$ cat config.mk
export PLATFORM = sky130hd
export DESIGN_NAME = mux_rr_sequencer
export DESIGN_NICKNAME = d
export VERILOG_FILES = /design/src/rtl/mux_rr_sequencer_pkg.sv /design/src/rtl/mux_rr_sequencer_pick.sv /design/src/rtl/mux_rr_sequencer.sv
export SDC_FILE = /design/constraint.sdc
export NUM_CORES = 1
export LEC_CHECK = 0
export CAP_MARGIN = 0
export CORE_MARGIN = 4
export CORE_UTILIZATION = 40
export CTS_CLUSTER_SIZE = 40
export DETAILED_ROUTE_END_ITERATION = 12
export PLACE_DENSITY = 0.78
export SLEW_MARGIN = 40
export SYNTH_ARGS = -nofsm -noshare
export SYNTH_HDL_FRONTEND = slang
export SYNTH_SLANG_ARGS = --single-unit
$ cat constraint.sdc
create_clock -name clk -period 1.6 [get_ports clk]
set_clock_uncertainty 0.05 [all_clocks]
set_input_delay 0.4 -clock clk [delete_from_list [all_inputs] [get_ports clk]]
set_output_delay 0.4 -clock clk [all_outputs]
set_load 0.05 [all_outputs]
$ cat src/rtl/mux_rr_sequencer_pkg.sv
// Shared definitions for the round-robin mux sequencer: selector idle code,
// FSM state encoding, source count and small decode helpers.
package mux_rr_sequencer_pkg;

  localparam logic [1:0] SEL_IDLE = 2'b11;
  localparam int         NUM_SRC  = 3;

  typedef enum logic [0:0] {
    ST_IDLE  = 1'b0,
    ST_GRANT = 1'b1
  } state_t;

  // Beat counter width: ceil(log2(burst)) but never narrower than one bit.
  function automatic int cnt_width(input int burst);
    return (burst > 1) ? $clog2(burst) : 1;
  endfunction

  // One-hot grant vector for a selector code; the idle code decodes to zero.
  function automatic logic [NUM_SRC-1:0] sel_decode(input logic [1:0] sel);
    logic [NUM_SRC-1:0] g;
    case (sel)
      2'd0:    g = 3'b001;
      2'd1:    g = 3'b010;
      2'd2:    g = 3'b100;
      default: g = 3'b000;
    endcase
    return g;
  endfunction

  // Request bit of the source addressed by a selector code; idle code reads 0.
  function automatic logic req_of(input logic [NUM_SRC-1:0] req, input logic [1:0] sel);
    logic r;
    case (sel)
      2'd0:    r = req[0];
      2'd1:    r = req[1];
      2'd2:    r = req[2];
      default: r = 1'b0;
    endcase
    return r;
  endfunction

  // Next source in circular order (mod 3); code 3 behaves like source 2.
  function automatic logic [1:0] rr_next(input logic [1:0] ptr);
    logic [1:0] n;
    case (ptr)
      2'd0:    n = 2'd1;
      2'd1:    n = 2'd2;
      2'd2:    n = 2'd0;
      default: n = 2'd0;
    endcase
    return n;
  endfunction

endpackage

$ cat src/rtl/mux_rr_sequencer_pick.sv
// Combinational circular-priority picker: searches ptr+1, ptr+2, ptr+3 (mod 3)
// and reports the first requesting source.
module mux_rr_pick
  import mux_rr_sequencer_pkg::*;
(
  input  logic [NUM_SRC-1:0] req,
  input  logic [1:0]         ptr,
  output logic               found,
  output logic [1:0]         idx
);

  logic [1:0] cand0_s;
  logic [1:0] cand1_s;
  logic [1:0] cand2_s;

  // Candidate search order, starting just after the pointer.
  always_comb begin
    cand0_s = rr_next(ptr);
    cand1_s = rr_next(cand0_s);
    cand2_s = rr_next(cand1_s);
  end

  // First requesting candidate wins; idle code when nobody requests.
  always_comb begin
    found = 1'b0;
    idx   = SEL_IDLE;
    if (req_of(req, cand0_s)) begin
      found = 1'b1;
      idx   = cand0_s;
    end else if (req_of(req, cand1_s)) begin
      found = 1'b1;
      idx   = cand1_s;
    end else if (req_of(req, cand2_s)) begin
      found = 1'b1;
      idx   = cand2_s;
    end else begin
      found = 1'b0;
      idx   = SEL_IDLE;
    end
  end

endmodule

$ cat src/rtl/mux_rr_sequencer.sv
// Round-robin sequencer driving the 3-input data mux selector. Each grant is
// held for up to BURST accepted beats or until its request drops; on release
// the next requester takes over with no idle bubble.
module mux_rr_sequencer
  import mux_rr_sequencer_pkg::*;
#(
  parameter int BURST = 4
) (
  input  logic               clk,
  input  logic               reset,
  input  logic [NUM_SRC-1:0] req,
  input  logic               ready,
  output logic [1:0]         selector,
  output logic [NUM_SRC-1:0] grant,
  output logic               sel_valid,
  output logic               last_beat
);

  localparam int          CW       = cnt_width(BURST);
  localparam logic [CW-1:0] LAST_CNT = CW'(BURST - 1);

  state_t             state_r;
  state_t             state_nxt_s;
  logic [1:0]         selector_r;
  logic [1:0]         selector_nxt_s;
  logic [NUM_SRC-1:0] grant_r;
  logic [NUM_SRC-1:0] grant_nxt_s;
  logic               sel_valid_r;
  logic               sel_valid_nxt_s;
  logic [CW-1:0]      beat_cnt_r;
  logic [CW-1:0]      beat_cnt_nxt_s;
  logic [1:0]         last_ptr_r;
  logic [1:0]         last_ptr_nxt_s;

  logic               transfer_s;
  logic               final_beat_s;
  logic               release_s;
  logic [1:0]         pick_ptr_s;
  logic               found_s;
  logic [1:0]         idx_s;

  // Handshake, release condition and picker pointer selection.
  always_comb begin
    transfer_s   = sel_valid_r & ready;
    final_beat_s = (beat_cnt_r == LAST_CNT);
    release_s    = (state_r == ST_GRANT) &
                   ((transfer_s & final_beat_s) | ~req_of(req, selector_r));
    // While granted, the current source becomes lowest priority.
    if (state_r == ST_GRANT) begin
      pick_ptr_s = selector_r;
    end else begin
      pick_ptr_s = last_ptr_r;
    end
  end

  mux_rr_pick u_pick (
    .req   (req),
    .ptr   (pick_ptr_s),
    .found (found_s),
    .idx   (idx_s)
  );

  // State and output registers; reset forces idle and source 0 first.
  always_ff @(posedge clk or posedge reset) begin
    if (reset) begin
      state_r     <= ST_IDLE;
      selector_r  <= SEL_IDLE;
      grant_r     <= 3'b000;
      sel_valid_r <= 1'b0;
      beat_cnt_r  <= '0;
      last_ptr_r  <= 2'd2;
    end else begin
      state_r     <= state_nxt_s;
      selector_r  <= selector_nxt_s;
      grant_r     <= grant_nxt_s;
      sel_valid_r <= sel_valid_nxt_s;
      beat_cnt_r  <= beat_cnt_nxt_s;
      last_ptr_r  <= last_ptr_nxt_s;
    end
  end

  // Next-state decision.
  always_comb begin
    state_nxt_s = state_r;
    case (state_r)
      ST_IDLE: begin
        if (found_s) begin
          state_nxt_s = ST_GRANT;
        end else begin
          state_nxt_s = ST_IDLE;
        end
      end
      ST_GRANT: begin
        if (release_s && !found_s) begin
          state_nxt_s = ST_IDLE;
        end else begin
          state_nxt_s = ST_GRANT;
        end
      end
      default: state_nxt_s = ST_IDLE;
    endcase
  end

  // Next values of the registered outputs, beat counter and priority pointer.
  always_comb begin
    selector_nxt_s  = selector_r;
    grant_nxt_s     = grant_r;
    sel_valid_nxt_s = sel_valid_r;
    beat_cnt_nxt_s  = beat_cnt_r;
    last_ptr_nxt_s  = last_ptr_r;
    case (state_r)
      ST_IDLE: begin
        beat_cnt_nxt_s = '0;
        if (found_s) begin
          selector_nxt_s  = idx_s;
          grant_nxt_s     = sel_decode(idx_s);
          sel_valid_nxt_s = 1'b1;
        end else begin
          selector_nxt_s  = SEL_IDLE;
          grant_nxt_s     = 3'b000;
          sel_valid_nxt_s = 1'b0;
        end
      end
      ST_GRANT: begin
        if (release_s) begin
          last_ptr_nxt_s = selector_r;
          beat_cnt_nxt_s = '0;
          if (found_s) begin
            selector_nxt_s  = idx_s;
            grant_nxt_s     = sel_decode(idx_s);
            sel_valid_nxt_s = 1'b1;
          end else begin
            selector_nxt_s  = SEL_IDLE;
            grant_nxt_s     = 3'b000;
            sel_valid_nxt_s = 1'b0;
          end
        end else if (transfer_s) begin
          beat_cnt_nxt_s = beat_cnt_r + CW'(1);
        end else begin
          beat_cnt_nxt_s = beat_cnt_r;
        end
      end
      default: begin
        selector_nxt_s  = SEL_IDLE;
        grant_nxt_s     = 3'b000;
        sel_valid_nxt_s = 1'b0;
        beat_cnt_nxt_s  = '0;
        last_ptr_nxt_s  = 2'd2;
      end
    endcase
  end

  assign selector  = selector_r;
  assign grant     = grant_r;
  assign sel_valid = sel_valid_r;
  assign last_beat = sel_valid_r & (beat_cnt_r == LAST_CNT);

endmodule

# Word level (Yosys, flattened, before mapping)
# Index checks and enable logic that the tools add are counted.
[word_totals]
regBits = 11
latchBits = 0
mem_bits_rw = 0
romBits = 0
output_inout_bits = 7
mem_count = 0
[op_classes]
n_addsub = 1
multipliers = 0
n_div = 0
magnitude_cmp = 0
n_eq_ne = 14
shift = 0
muxes = 32
n_bitwise = 7
n_reduce_logical = 9
[op_table]
columns = ["cell", "n"]
rows = [
  ["2-bit case mux with 2 select lines", 5],
  ["2-bit 2-to-1 mux", 8],
  ["2-bit by 1-bit equality test with 1-bit output, second input constant", 6],
  ["2-bit equality test, second input constant", 6],
  ["2-bit logical NOT", 6],
  ["1-bit case mux with 3 select lines", 4],
  ["1-bit 2-to-1 mux", 9],
  ["3-bit case mux with 3 select lines", 1],
  ["3-bit 2-to-1 mux", 2],
  ["3-bit case mux with 2 select lines", 1],
  ["1-bit AND", 4],
  ["1-bit case mux with 2 select lines", 2],
  ["3-bit by 1-bit inequality test with 1-bit output, second input constant", 1],
  ["2-bit by 1-bit adder with 2-bit output, second input constant", 1],
  ["2-bit by 1-bit inequality test with 1-bit output, second input constant", 1],
  ["1-bit NOT", 2],
  ["2-bit AND reduction", 1],
  ["1-bit logical AND", 1],
  ["1-bit logical NOT", 1],
  ["1-bit bitwise OR", 1],
]

# Logic depth before layout (Yosys ltp)
# Gate-level depths: netlist (run 1).
[logic_depth]
ltp_word = 19
depth_mapped = 5
mapped_depth_nobuf = 4

# Modules after synthesis
# From an unflattened synthesis (run 1), not the netlist that was laid out.
[hier_totals]
cells_unflattened = 60
hier_area_um2 = 620.6
[modules_own_cells]
columns = ["mod", "n_inst", "cells_each", "area_each_um2"]
rows = [
  ["mux_rr_sequencer", 1, 54, 576.8],
  ["mux_rr_pick", 1, 6, 43.8],
]

# Worst setup path before layout (run 1)
# No wires, ideal clock.
[synth_path]
kind = "register to register"
startpoint = "register selector_r[1], in the netlist selector[1]"
endpoint = "register last_ptr_r[0]"
setup_time_ps = 128
arrival_time_ps = 1627
path_slack_ps = -204
stages_incl_launch_ff = 5
cell_sequence = "dfstp_2 > mux2i_1 > o22ai_2 > a21boi_1 > mux2_1"
[synth_between]
elab_chain_cells = 6
word_cells_on_any_way = 8
cone_classes = "2 x eq/ne; 1 x mux; 3 x bitwise; 2 x reduce/logical"
[synth_lines]
columns = ["item", "line_no", "text"]
rows = [
  ["from (decl)", "mux_rr_sequencer.sv:24", "logic [1:0] selector_r;"],
  ["from (signal assigned)", "mux_rr_sequencer.sv:74", "selector_r <= selector_nxt_s;"],
  ["2-bit equality test, or another cell as far along", "mux_rr_sequencer_pkg.sv:33", "case (sel)"],
  ["1-bit case mux with 3 select lines *", "mux_rr_sequencer_pkg.sv:33", ""],
  ["1-bit NOT *", "mux_rr_sequencer.sv:47", "((transfer_s & final_beat_s) | ~req_of(req, selector_r));"],
  ["1-bit bitwise OR *", "mux_rr_sequencer.sv:47", ""],
  ["1-bit AND *", "mux_rr_sequencer.sv:46", "release_s = (state_r == ST_GRANT) &"],
  ["2-bit AND reduction (no source line) *", "--", ""],
  ["to (signal assigned)", "mux_rr_sequencer.sv:78", "last_ptr_r <= last_ptr_nxt_s;"],
  ["to (decl)", "mux_rr_sequencer.sv:32", "logic [1:0] last_ptr_r;"],
]
# Mark *: on every way between the ends. The rest lies on a longest branch, timed or not.
# A chain may end at the register's enable or synchronous reset.

# Worst setup path in the final report (run 1)
# Ends and elaborated chain as after synthesis.

==> flow_metrics.env, run 1 <==
export IMPL_status="finished with violations"
export IMPL_violations="setup timing"
export IMPL_rows=13
export IMPL_post_route_min_period_ns=1.66
export IMPL_critPathMaxStageDelay_ns=0.63
export IMPL_power_frac_comb_pct=61.3
export IMPL_grt_pass1_wl_um=2060
export IMPL_tritoncts="built"
export IMPL_synthDominantCellAreaShare_pct=35.1
export IMPL_port_buffers=12
export IMPL_async_flop_share_pct=100
export IMPL_hp_class="primary input to asynchronous set/reset pin"
export IMPL_root_buffer="clkbuf_4"
export IMPL_switchingPower_mw=0.732
export IMPL_path_buf_inv=0
export IMPL_core_sq_um=1320
export IMPL_syn_area_sq_um=571
export IMPL_via_count=500
export IMPL_wl_um=1390
export IMPL_area_growth_pct=65.1
export IMPL_power_leakage_nw=0.437
export IMPL_fin_nets=84
export IMPL_syn_nets=57
export IMPL_grt_pass1_vias=483
export IMPL_crit_chain="mux2i_2, o22ai_2, a21boi_2, mux2_4"
export IMPL_max_freq_ghz=0.601
export IMPL_drtAntennaViolNets=0
export IMPL_hpwl_um=980
export IMPL_critPathRequiredTime_ns=1.71
export IMPL_p_per_area_nw_per_um2=1980
export IMPL_drc=0
export IMPL_crit_slowest_cell="dfstp_4"
export IMPL_tns_ns=-0.228
export IMPL_diodes=0
export IMPL_ys_seq_area_share_pct=48.9
export IMPL_viasPerCell=5.49
export IMPL_relSlewSlack_pct=71.9
export IMPL_clock_path_buffers=2
export IMPL_cap_violations=0
export IMPL_ios=13
export IMPL_setup_viol=7
export IMPL_critPathTopFamily="flip-flops"
export IMPL_synthTopCellsByCount="dfrtp_1 (8), mux2_1 (5), nand2_1 (4)"
export IMPL_layout_drive_gt1_share_pct=52.6
export IMPL_die_y_um=45.8
export IMPL_die_w_um=45.8
export IMPL_stdcell_area_sq_um=942
export IMPL_arrival_ns=1.77
export IMPL_tightest_slew_ns=0.421
export IMPL_yosysUniqueCellTypes=26
export IMPL_ir_drop_mv=1.09
export IMPL_rsz0062_at_grt="yes"
export IMPL_grt_max_degree=12
export IMPL_ctsHtreeMaxLevel=1
export IMPL_cts_sinks=11
export IMPL_avgSynthCellArea_sq_um=11.4
export IMPL_setup_ws_ns=-0.0642
export IMPL_die_area_sq_um=2090
export IMPL_yosysTopAreaCell="dfrtp_1"
export IMPL_startpoint_type="register"
export IMPL_path_clk_slew_ns=0.07
export IMPL_worstSkewPairLatency_ns=0.27
export IMPL_cts_hold_buf=0
export IMPL_cts_made_buffers=3
export IMPL_seqPwrFrac_pct=28.5
export IMPL_yosys_top_cells_area="dfrtp_1 (35%), dfstp_2 (14%), mux2_1 (9.9%)"
export IMPL_grt_usage_pct=14.1
export IMPL_synth_most_common_cell="dfrtp_1"
export IMPL_swShare_pct=39.3
export IMPL_endpoint_kind="register"
export IMPL_fin_crit_sh_pct=104
export IMPL_syn_inst=50
export IMPL_drtPass1Iterations=4
export IMPL_ys_ff_latch=11
export IMPL_drv_slew=0
export IMPL_yosys_warnings=0
export IMPL_synthFlopType="dfrtp_1"
export IMPL_grt_overflow=0
export IMPL_cp_max_fo=3
export IMPL_dpl_instance_area_sq_um=835
export IMPL_wl_per_cell_um=15.2
export IMPL_internal_power_mw=1.13
export IMPL_start_util_pct=43.3
export IMPL_antenna_found_initial=0
export IMPL_initialDrtViolationCount=8
export IMPL_synth_edff_count=0
export IMPL_hold_violations=0
export IMPL_criticalPathCategory="register to register"
export IMPL_gp_congestion=0.870
export IMPL_clkPwrFrac_pct=10.2
[final cells by class]
class	count	area, sq um
sequential	11	283
clock buffer	4	26.3
timing repair buffer	23	270
tap	15	18.8
multi-input combinational	36	337
inverter	2	7.51
fill	98	375
[timing repair]
item / in CTS / in global routing
setup buffers: 2 / 1
endpoints found under the setup margin: 8 / 11
resized for setup: 5 / 8
pin swaps: 3 / 4
hold endpoints to repair: 0 / 0
gates cloned: 0 / 0
[stage by stage]
step | setup WS, ns | total power [mW] | hold WS [ns] | instances | utilization (%)
CTS | -0.0405 | 1.78 | 0.373 | 90 | 68.0
floorplan | -0.124 | 1.05 | 0.200 | 50 | -
global placement | -0.247 | 1.49 | 0.424 | 84 | 63.3
detailed placement | -0.302 | 1.50 | 0.424 | 84 | 63.3
finish | -0.0642 | 1.86 | 0.365 | 91 | 71.5
global route | -0.113 | 1.96 | 0.404 | 91 | 71.5
[worst paths after layout]
| path | cells past startpoint | start | slack, ns | to |
|---|---|---|---|---|
| max in group asynchronous | 2 | reset | 0.81 | selector[1] |
| worst min register to register | 1 | last_ptr_r[0] | 0.47 | last_ptr_r[0] |
| worst max-delay path | 4 | selector[1] | -0.06 | last_ptr_r[0] |
| min in group clk | 1 | last_ptr_r[0] | 0.47 | last_ptr_r[0] |
| worst max register to register | 4 | selector[1] | -0.06 | last_ptr_r[0] |
| worst min-delay path | 2 | reset | 0.37 | last_ptr_r[0] |
[cells by family (layout without fill, tap and decap cells)]
| group | Yosys count | in the layout | synth area share [%] |
|---|---|---|---|
| AND/OR/NAND/NOR | 14 | 14 | 13.4 |
| AO/OA/AOI/OAI | 12 | 12 | 15.8 |
| flip-flops | 11 | 11 | 48.9 |
| multiplexers | 8 | 8 | 16.0 |
| buffers and inverters | 3 | 29 | 2.19 |
| adder cells (fa/ha/maj) | 1 | 1 | 2.19 |
| XOR/XNOR | 1 | 1 | 1.54 |
[sequential cells by signal, indices dropped and copies added (netlist names)]
register	cells
sel_valid	1
beat_cnt_r	2
state_r	1
selector	2
grant	3
last_ptr_r	2
[power by group through the flow]
stage,clock [mW],sequential (mW),combinational [mW]
2_1_floorplan,0,0.725,0.325
5_1_grt,0.207,0.547,1.20
6_report,0.191,0.530,1.14
4_1_cts,0.192,0.527,1.06
3_3_place_gp,0,0.531,0.960
3_5_place_dp,0,0.529,0.975
[layout by cell type (no fill, tap or decap), drive strengths merged]
| master | count |
|---|---|
| a21boi | 1 |
| a21oi | 2 |
| and2 | 1 |
| and3 | 2 |
| buf | 18 |
| clkbuf | 4 |
| clkdlybuf4s50 | 4 |
| dfrtp | 8 |
| dfstp | 3 |
| dlymetal6s2s | 1 |
| ha | 1 |
| inv | 2 |
| mux2 | 6 |
| mux2i | 2 |
| nand2 | 4 |
| nand3 | 3 |
| nand4 | 2 |
| nor2 | 1 |
| o21a | 2 |
| o21ai | 1 |
| o22a | 1 |
| o22ai | 3 |
| o31ai | 2 |
| or3 | 1 |
| xor2 | 1 |
[metal layers]
metal  vias up  track usage [%]  part of all wire (%)
met2        10             23.4                    53
met3         4             5.14                   4.7
met4         0             5.11                   1.7
li1        238                -                     -
met5         -                0                     0
met1       248             16.4                    41
(Power assumes the default switching activity.)
==> inputs of run 2 (changes only) <==
==> constraint.sdc (replaced) <==
create_clock -name clk -period 1.6 [get_ports clk]
set_clock_uncertainty 0.05 [all_clocks]
set_input_delay 0.4 -clock clk [delete_from_list [all_inputs] [get_ports clk]]
set_output_delay 0.4 -clock clk [all_outputs]
set_load 0.005 [all_outputs]
==> flow_metrics.env, run 2 (synthesis results as in run 1) <==
export IMPL_critPathTopFamily="multiplexers"
export IMPL_start_util_pct=43.3
export IMPL_crit_end="last_ptr_r[0]"
export IMPL_die_y_um=45.8
export IMPL_fin_nets=90
export IMPL_multiInputGateArea_sq_um=349
export IMPL_clkPwrFrac_pct=12.0
export IMPL_drtAntennaViolNets=0
export IMPL_relSlewSlack_pct=72.6
export IMPL_hp_class="primary input to asynchronous set/reset pin"
export IMPL_grt_use_met3_pct=3.95
export IMPL_antenna_found_initial=0
export IMPL_endpoint_kind="register"
export IMPL_gp_congestion=0.761
export IMPL_power_leakage_nw=0.446
export IMPL_grt_overflow=0
export IMPL_status="finished with violations"
export IMPL_cp_max_fo=4
export IMPL_violations="setup timing"
export IMPL_crit_slowest_cell="dfstp_2"
export IMPL_stdcell_area_sq_um=935
export IMPL_path_buf_inv=1
export IMPL_hpwl_um=924
export IMPL_grt_pass1_wl_um=2240
export IMPL_dp_cells=85
export IMPL_hold_violations=0
export IMPL_crit_cells=5
export IMPL_swShare_pct=33.8
export IMPL_drv_slew=0
export IMPL_criticalPathCategory="register to register"
export IMPL_grtUsageMet2_pct=26.5
export IMPL_rsz0062_at_grt="yes"
export IMPL_rows=13
export IMPL_worstSkewPairLatency_ns=0.27
export IMPL_post_route_min_period_ns=1.71
export IMPL_critPathRequiredTime_ns=1.71
export IMPL_fin_crit_sh_pct=107
export IMPL_ios=13
export IMPL_clock_path_buffers=2
export IMPL_rr_worst_depth=5
export IMPL_critPathMaxStageDelay_ns=0.54
export IMPL_grt_usage_pct=15.9
export IMPL_path_clk_slew_ns=0.08
export IMPL_die_w_um=45.8
export IMPL_nFillCells=84
export IMPL_layout_drive_gt1_share_pct=47.6
export IMPL_place_ws_ns=-0.292
export IMPL_seqPwrFrac_pct=29.5
export IMPL_crit_start="selector[1]"
export IMPL_grt_max_degree=12
export IMPL_area_growth_pct=63.8
export IMPL_ir_drop_mv=0.941
export IMPL_wl_um=1630
export IMPL_final_common_cell="buf_4"
export IMPL_drtPass1Iterations=2
export IMPL_power_frac_comb_pct=58.5
export IMPL_cts_sinks=11
export IMPL_setup_ws_ns=-0.115
export IMPL_r2r_start="selector[1]"
export IMPL_crit_chain="buf_6, mux2i_4, o22ai_4, a21boi_2, mux2_4"
export IMPL_viasPerCell=5.45
export IMPL_layout_common_cells="buf_4 (15), dfrtp_1 (8), clkdlybuf4s50_1 (7)"
export IMPL_diodes=0
export IMPL_initialDrtViolationCount=4
export IMPL_setup_viol=6
export IMPL_drc=0
export IMPL_r2r_end="last_ptr_r[0]"
export IMPL_dpl_instance_area_sq_um=776
export IMPL_max_freq_ghz=0.583
export IMPL_r2r_setup_slack_ns=-0.11
export IMPL_grt_most_used_layer="met2"
export IMPL_root_buffer="clkbuf_4"
export IMPL_wl_per_cell_um=16.8
export IMPL_largest_register_ff_count=3
export IMPL_startpoint_type="register"
export IMPL_switchingPower_mw=0.542
export IMPL_cts_hold_buf=0
export IMPL_core_sq_um=1320
export IMPL_cts_made_buffers=3
export IMPL_grt_util_met1_pct=17.8
export IMPL_grt_pass1_vias=506
export IMPL_tightest_slew_ns=0.411
export IMPL_die_area_sq_um=2090
export IMPL_p_per_area_nw_per_um2=1710
export IMPL_ctsHtreeMaxLevel=1
export IMPL_regArea_sq_um=279
export IMPL_internal_power_mw=1.06
export IMPL_cap_violations=0
export IMPL_port_buffers=12
export IMPL_tritoncts="built"
export IMPL_stdcell_count=97
export IMPL_via_count=529
export IMPL_arrival_ns=1.83
## run 2: cell count changes in the layout (fill, tap and decap cells not counted), moves of 2 or more
cell             change
buf_12               -6
buf_4                +5
clkdlybuf4s50_1      +3
o22ai_2              -2
## run 2: metrics by stage
| step | hold slack [ns] | utilization, % | total power [mW] | TNS, ns |
|---|---|---|---|---|
| 6_report | 0.359 | 70.9 | 1.60 | -0.472 |
| 5_1_grt | 0.398 | 70.9 | 1.68 | -0.874 |
| 4_1_cts | 0.376 | 66.4 | 1.45 | -0.527 |
| 3_5_place_dp | 0.443 | 58.9 | 1.09 | -2.14 |
| 3_3_place_gp | 0.419 | 58.9 | 1.07 | -1.63 |
| 2_1_floorplan | 0.200 | - | 0.811 | 0 |
## run 2: power by group through the flow
stage / combinational (mW) / sequential (mW) / clock [mW]
floorplan: 0.317 / 0.494 / 0
global placement: 0.564 / 0.507 / 0
detailed placement: 0.581 / 0.508 / 0
CTS: 0.793 / 0.468 / 0.192
global route: 0.986 / 0.484 / 0.206
finish: 0.936 / 0.473 / 0.192
## run 2: area by class of cell
type / instances / share of cell area (%)
multi-input combinational: 36 / 37.3
inverter: 2 / 0.803
sequential: 11 / 29.9
timing repair buffer: 29 / 27.2
clock buffer: 4 / 2.81
tap: 15 / 2.01
## run 2: timing repair
item | 4_1_cts | 5_1_grt
cloned | 0 | 0
gates resized for setup | 11 | 13
endpoints found under the setup margin | 9 | 14
buffers inserted | 6 | 2
pin swaps | 4 | 4
## run 2: routing by layer
metal / routed length (um) / vias to the layer above
met5: 0 / -
met4: 59 / 0
met3: 68 / 6
met2: 815 / 14
met1: 690 / 260
li1: - / 249
## run 2: worst min path at each step
stage	startpoint	depth (start not counted)	to
4_1_cts	reset	2	last_ptr_r[0]
5_1_grt	reset	2	last_ptr_r[0]
6_report	reset	2	last_ptr_r[0]
2_1_floorplan	reset	1	beat_cnt_r[0]
3_5_place_dp	last_ptr_r[0]	1	last_ptr_r[0]
3_3_place_gp	last_ptr_r[0]	1	last_ptr_r[0]
==> inputs of run 3 (changes only) <==
--- a/config.mk
+++ b/config.mk
@@ -8,9 +8,10 @@
 export CAP_MARGIN = 0
 export CORE_MARGIN = 4
 export CORE_UTILIZATION = 40
+export CTS_BUF_LIST = sky130_fd_sc_hd__clkbuf_16
 export CTS_CLUSTER_SIZE = 40
 export DETAILED_ROUTE_END_ITERATION = 12
-export PLACE_DENSITY = 0.78
+export PLACE_DENSITY = 0.75
 export SLEW_MARGIN = 40
 export SYNTH_ARGS = -nofsm -noshare
 export SYNTH_HDL_FRONTEND = slang
==> constraint.sdc (replaced) <==
create_clock -name clk -period 2.15 [get_ports clk]
set_clock_uncertainty 0.05 [all_clocks]
set_input_delay 0.5375 -clock clk [delete_from_list [all_inputs] [get_ports clk]]
set_output_delay 0.5375 -clock clk [all_outputs]
set_load 0.005 [all_outputs]
==> flow_metrics.env, run 3 (synthesis results as in run 1) <==
export IMPL_grt_overflow=0
export IMPL_core_sq_um=1320
export IMPL_drtPass1Iterations=3
export IMPL_viasPerCell=5.09
export IMPL_rows=13
export IMPL_gp_congestion=0.717
export IMPL_port_buffers=12
export IMPL_r2r_setup_slack_ns=0.44
export IMPL_ios=13
export IMPL_layout_drive_gt1_share_pct=17.9
export IMPL_postCtsSetupBuffers=0
export IMPL_grt_usage_pct=12.2
export IMPL_cts_resized=0
export IMPL_cts_made_buffers=3
export IMPL_cp_max_fo=2
export IMPL_r2r_start="selector[1]"
export IMPL_diodes=0
export IMPL_grt_max_degree=12
export IMPL_criticalPathCategory="register to output port"
export IMPL_final_common_cell="clkdlybuf4s50_1"
export IMPL_antenna_found_initial=0
export IMPL_grt_pass1_wl_um=1770
export IMPL_ir_drop_mv=0.741
export IMPL_area_growth_pct=39.9
export IMPL_status="finished clean"
export IMPL_via_count=417
export IMPL_cts_sinks=11
export IMPL_tightest_slew_ns=0.389
export IMPL_max_freq_ghz=0.498
export IMPL_initialDrtViolationCount=2
export IMPL_relSlewSlack_pct=74.0
export IMPL_setup_viol=0
export IMPL_hp_class="register to register"
export IMPL_fin_nets=75
export IMPL_path_clk_slew_ns=0.04
export IMPL_tns_ns=0
export IMPL_die_w_um=45.8
export IMPL_worstSkewPairLatency_ns=0.23
export IMPL_drc=0
export IMPL_power_leakage_nw=0.356
export IMPL_startpoint_type="register"
export IMPL_root_buffer="clkbuf_16"
export IMPL_clock_path_buffers=2
export IMPL_post_route_min_period_ns=2.01
export IMPL_die_y_um=45.8
export IMPL_crit_start="beat_cnt_r[0]"
export IMPL_r2r_end="last_ptr_r[0]"
export IMPL_critPathRequiredTime_ns=1.56
export IMPL_endpoint_kind="output port"
export IMPL_rsz0062_at_grt="no"
export IMPL_whs_ns=0.435
export IMPL_grt_pass1_vias=391
export IMPL_hpwl_um=828
export IMPL_crit_end="last_beat"
export IMPL_rr_worst_depth=4
export IMPL_setup_ws_ns=0.140
export IMPL_largest_register_ff_count=3
export IMPL_drv_slew=0
export IMPL_drtAntennaViolNets=0
export IMPL_wl_um=1060
export IMPL_layout_common_cells="clkdlybuf4s50_1 (12), dfrtp_1 (8), mux2_1 (5)"
export IMPL_p_per_area_nw_per_um2=1350
export IMPL_wl_per_cell_um=12.9
export IMPL_start_util_pct=43.3
export IMPL_die_area_sq_um=2090
export IMPL_ctsHtreeMaxLevel=1
export IMPL_place_ws_ns=0.0668
export IMPL_cts_hold_buf=0
export IMPL_fin_crit_sh_pct=93.5
export IMPL_hold_violations=0
export IMPL_arrival_ns=1.42
export IMPL_tritoncts="built"
export IMPL_cap_violations=0
## run 3: changes by cell type in the layout (fill, tap and decap cells not counted), sizes merged
cell | before | now
dlygate4sd2 | 1 | 0
inv | 2 | 3
clkdlybuf4s50 | 7 | 12
clkbuf | 5 | 3
dlymetal6s2s | 2 | 0
clkdlybuf4s15 | 1 | 0
buf | 17 | 2
## run 3: cell type report
class,count,area (sq um)
Clock inverter,1,3.75
Clock buffer,3,75.1
Tap cell,15,18.8
Timing Repair Buffer,14,135
Multi-Input combinational cell,36,279
Fill cell,112,519
Inverter,2,7.51
Sequential cell,11,279
## run 3: worst min path at each step
stage,cells past startpoint,startpoint,end
3_5_place_dp,1,last_ptr_r[0],last_ptr_r[0]
6_report,1,last_ptr_r[0],last_ptr_r[0]
2_1_floorplan,1,reset,beat_cnt_r[0]
4_1_cts,1,last_ptr_r[0],last_ptr_r[0]
5_1_grt,1,grant[2],grant[2]
3_3_place_gp,1,last_ptr_r[0],last_ptr_r[0]
## run 3: worst max-delay path, cell delays in order, from the launching register on
cell and delay (ns):
dfrtp_1 0.39, ha_1 0.21, and2_1 0.15, clkdlybuf4s50_1 0.44
## run 3: through the flow
| step | instance area [sq um] | power [mW] | utilization (%) | cells |
|---|---|---|---|---|
| 4_1_cts | 798 | 1.09 | 60.6 | 82 |
| 3_5_place_dp | 719 | 0.759 | 54.6 | 78 |
| 3_3_place_gp | 719 | 0.751 | 54.6 | 78 |
| 2_1_floorplan | 571 | 0.598 | - | 50 |
| 6_report | 798 | 1.08 | 60.6 | 82 |
| 5_1_grt | 798 | 1.15 | 60.6 | 82 |
## run 3: report_power, final
part,internal (mW),total (mW),switching [mW]
Sequential,0.308,0.375,0.0667
Clock,0.243,0.324,0.0812
Combinational,0.223,0.378,0.155
Total,0.774,1.08,0.302
## run 3: layer usage
layer | track usage, % | routed length (um) | part of all wire [%]
met5 | 0 | 0 | 0
met4 | 1.70 | 0 | 0
met3 | 7.51 | 65 | 6.2
met2 | 17.3 | 514 | 49
met1 | 16.3 | 475 | 45
==> RTL change, RTL diff (flow settings as in run 1) <==
Change the package constant `NUM_SRC` from 3 to 6.
--- a/src/rtl/mux_rr_sequencer_pkg.sv
+++ b/src/rtl/mux_rr_sequencer_pkg.sv
@@ -5,3 +5,3 @@
   localparam logic [1:0] SEL_IDLE = 2'b11;
-  localparam int         NUM_SRC  = 3;
+  localparam int         NUM_SRC  = 6;
 
Interface: changed (resized grant and req); port bits go from 13 to 19. The function was not compared with the original's and may differ.
==> RTL change against run 1 <==
The flow still finishes with violations (negative setup slack). Via count increased by 0.60%. Sequential cell count unchanged. Area after synthesis increased by 4.6%. Routed wire length increased by 0.79%. First-iteration DRC count unchanged. Final area increased by 1.1%. Count of clock-buffer cells in the layout unchanged. Worst setup slack improved by 41 ps. Die area increased by 3.8%. Worst hold slack improved by 2.4 ps. Total power decreased by 0.36%. Synthesized cell count increased by 8.0%. Largest cell class unchanged.
==> RTL change: results (changes against run 1) <==
GRT
  – Vias in the first global route: 495 (+2.5%)
  – Met1 Usage GRT: 16.31% (-0.11 points)
  – Total Routing Usage GR: 15.24% (+1.2 points)
  – First-pass GRT wire length: 2214 um (+7.7%)

Run status
  – Outcome: finished, violations left
  – Failing checks: negative setup slack

Pwr
  – Worst vdd ir: 1.596 mV (+46%)

STA
  – Fin Hold WS: 367.8 ps (+2.414 ps)
  – Setup Viol. Count Final: 6 (-1)
  – Setup ws final: -23.41 ps (+40.79 ps)
  – Setup_tns: -79.16 ps (+149.0 ps)

Yosys
  – Cell count after synthesis: 54 (+8.0%)
  – Synth area leaders: dfrtp_1 (34%), dfstp_2 (13%), mux2_1 (9.4%)
  – Adder-cell area share of the yosys netlist: 2.096% (-0.097 points)
  – Multiplexer share of the synthesized area: 15.30% (-0.70 points)
  – Seq/Total Area, Yosys: 46.75% (-2.2 points)
  – Commonest cells post-synth: dfrtp_1 (8), mux2_1 (5), nand2_1 (4)
  – Synth Area in Compound Gates: 15.09% (-0.70 points)

Place
  – Post-place instance area: 853.3 um^2 (+2.2%)
  – GP Congestion: 0.7696 (-12%)
  – Place WS: -279.5 ps (+22.55 ps)
  – DP HPWL: 993.2 um (+1.3%)

Drt
  – Vias per cell: 5.240 (-4.6%)
  – Met1 WL: 598 um (+6.0%)
  – Routed WL: 1397 um (+0.79%)
  – Wire length per cell: 14.55 um (-4.5%)
  – DR WL met2: 692 um (-5.6%)

Clock tree
  – Post_cts resized: 7 (+2)

Worst setup path
  – Reg2reg setup slack: -20 ps (+40 ps)

Layout
  – Layout cell share with drive strength beyond 1: 46.91% (-5.7 points)
RTL change: layout make-up:
type | instances | area (um^2) | area share [%]
well taps | 15 | 18.77 | 1.971
repair buffers | 25 | 286.5 | 30.09
flip-flops and latches | 11 | 282.8 | 29.70
multi-input cells | 39 | 330.3 | 34.69
inverters | 2 | 7.507 | 0.7884
clock buffers | 4 | 26.28 | 2.760
RTL change: report_power, final:
part           total [mW]  leakage (nW)  switching, mW  internal [mW]
clock network       0.195        0.0150         0.0980         0.0967
registers           0.530         0.129          0.109          0.421
logic                1.13         0.297          0.540          0.591
total                1.86         0.441          0.747           1.11
RTL change: worst paths after layout:
kind,to,from
max,last_ptr_r[0],selector[1]
min,grant[2],reset
max reg2reg,last_ptr_r[0],selector[1]
min reg2reg,last_ptr_r[0],last_ptr_r[0]
max in group asynchronous,last_ptr_r[1],reset
min in group clk,last_ptr_r[0],last_ptr_r[0]
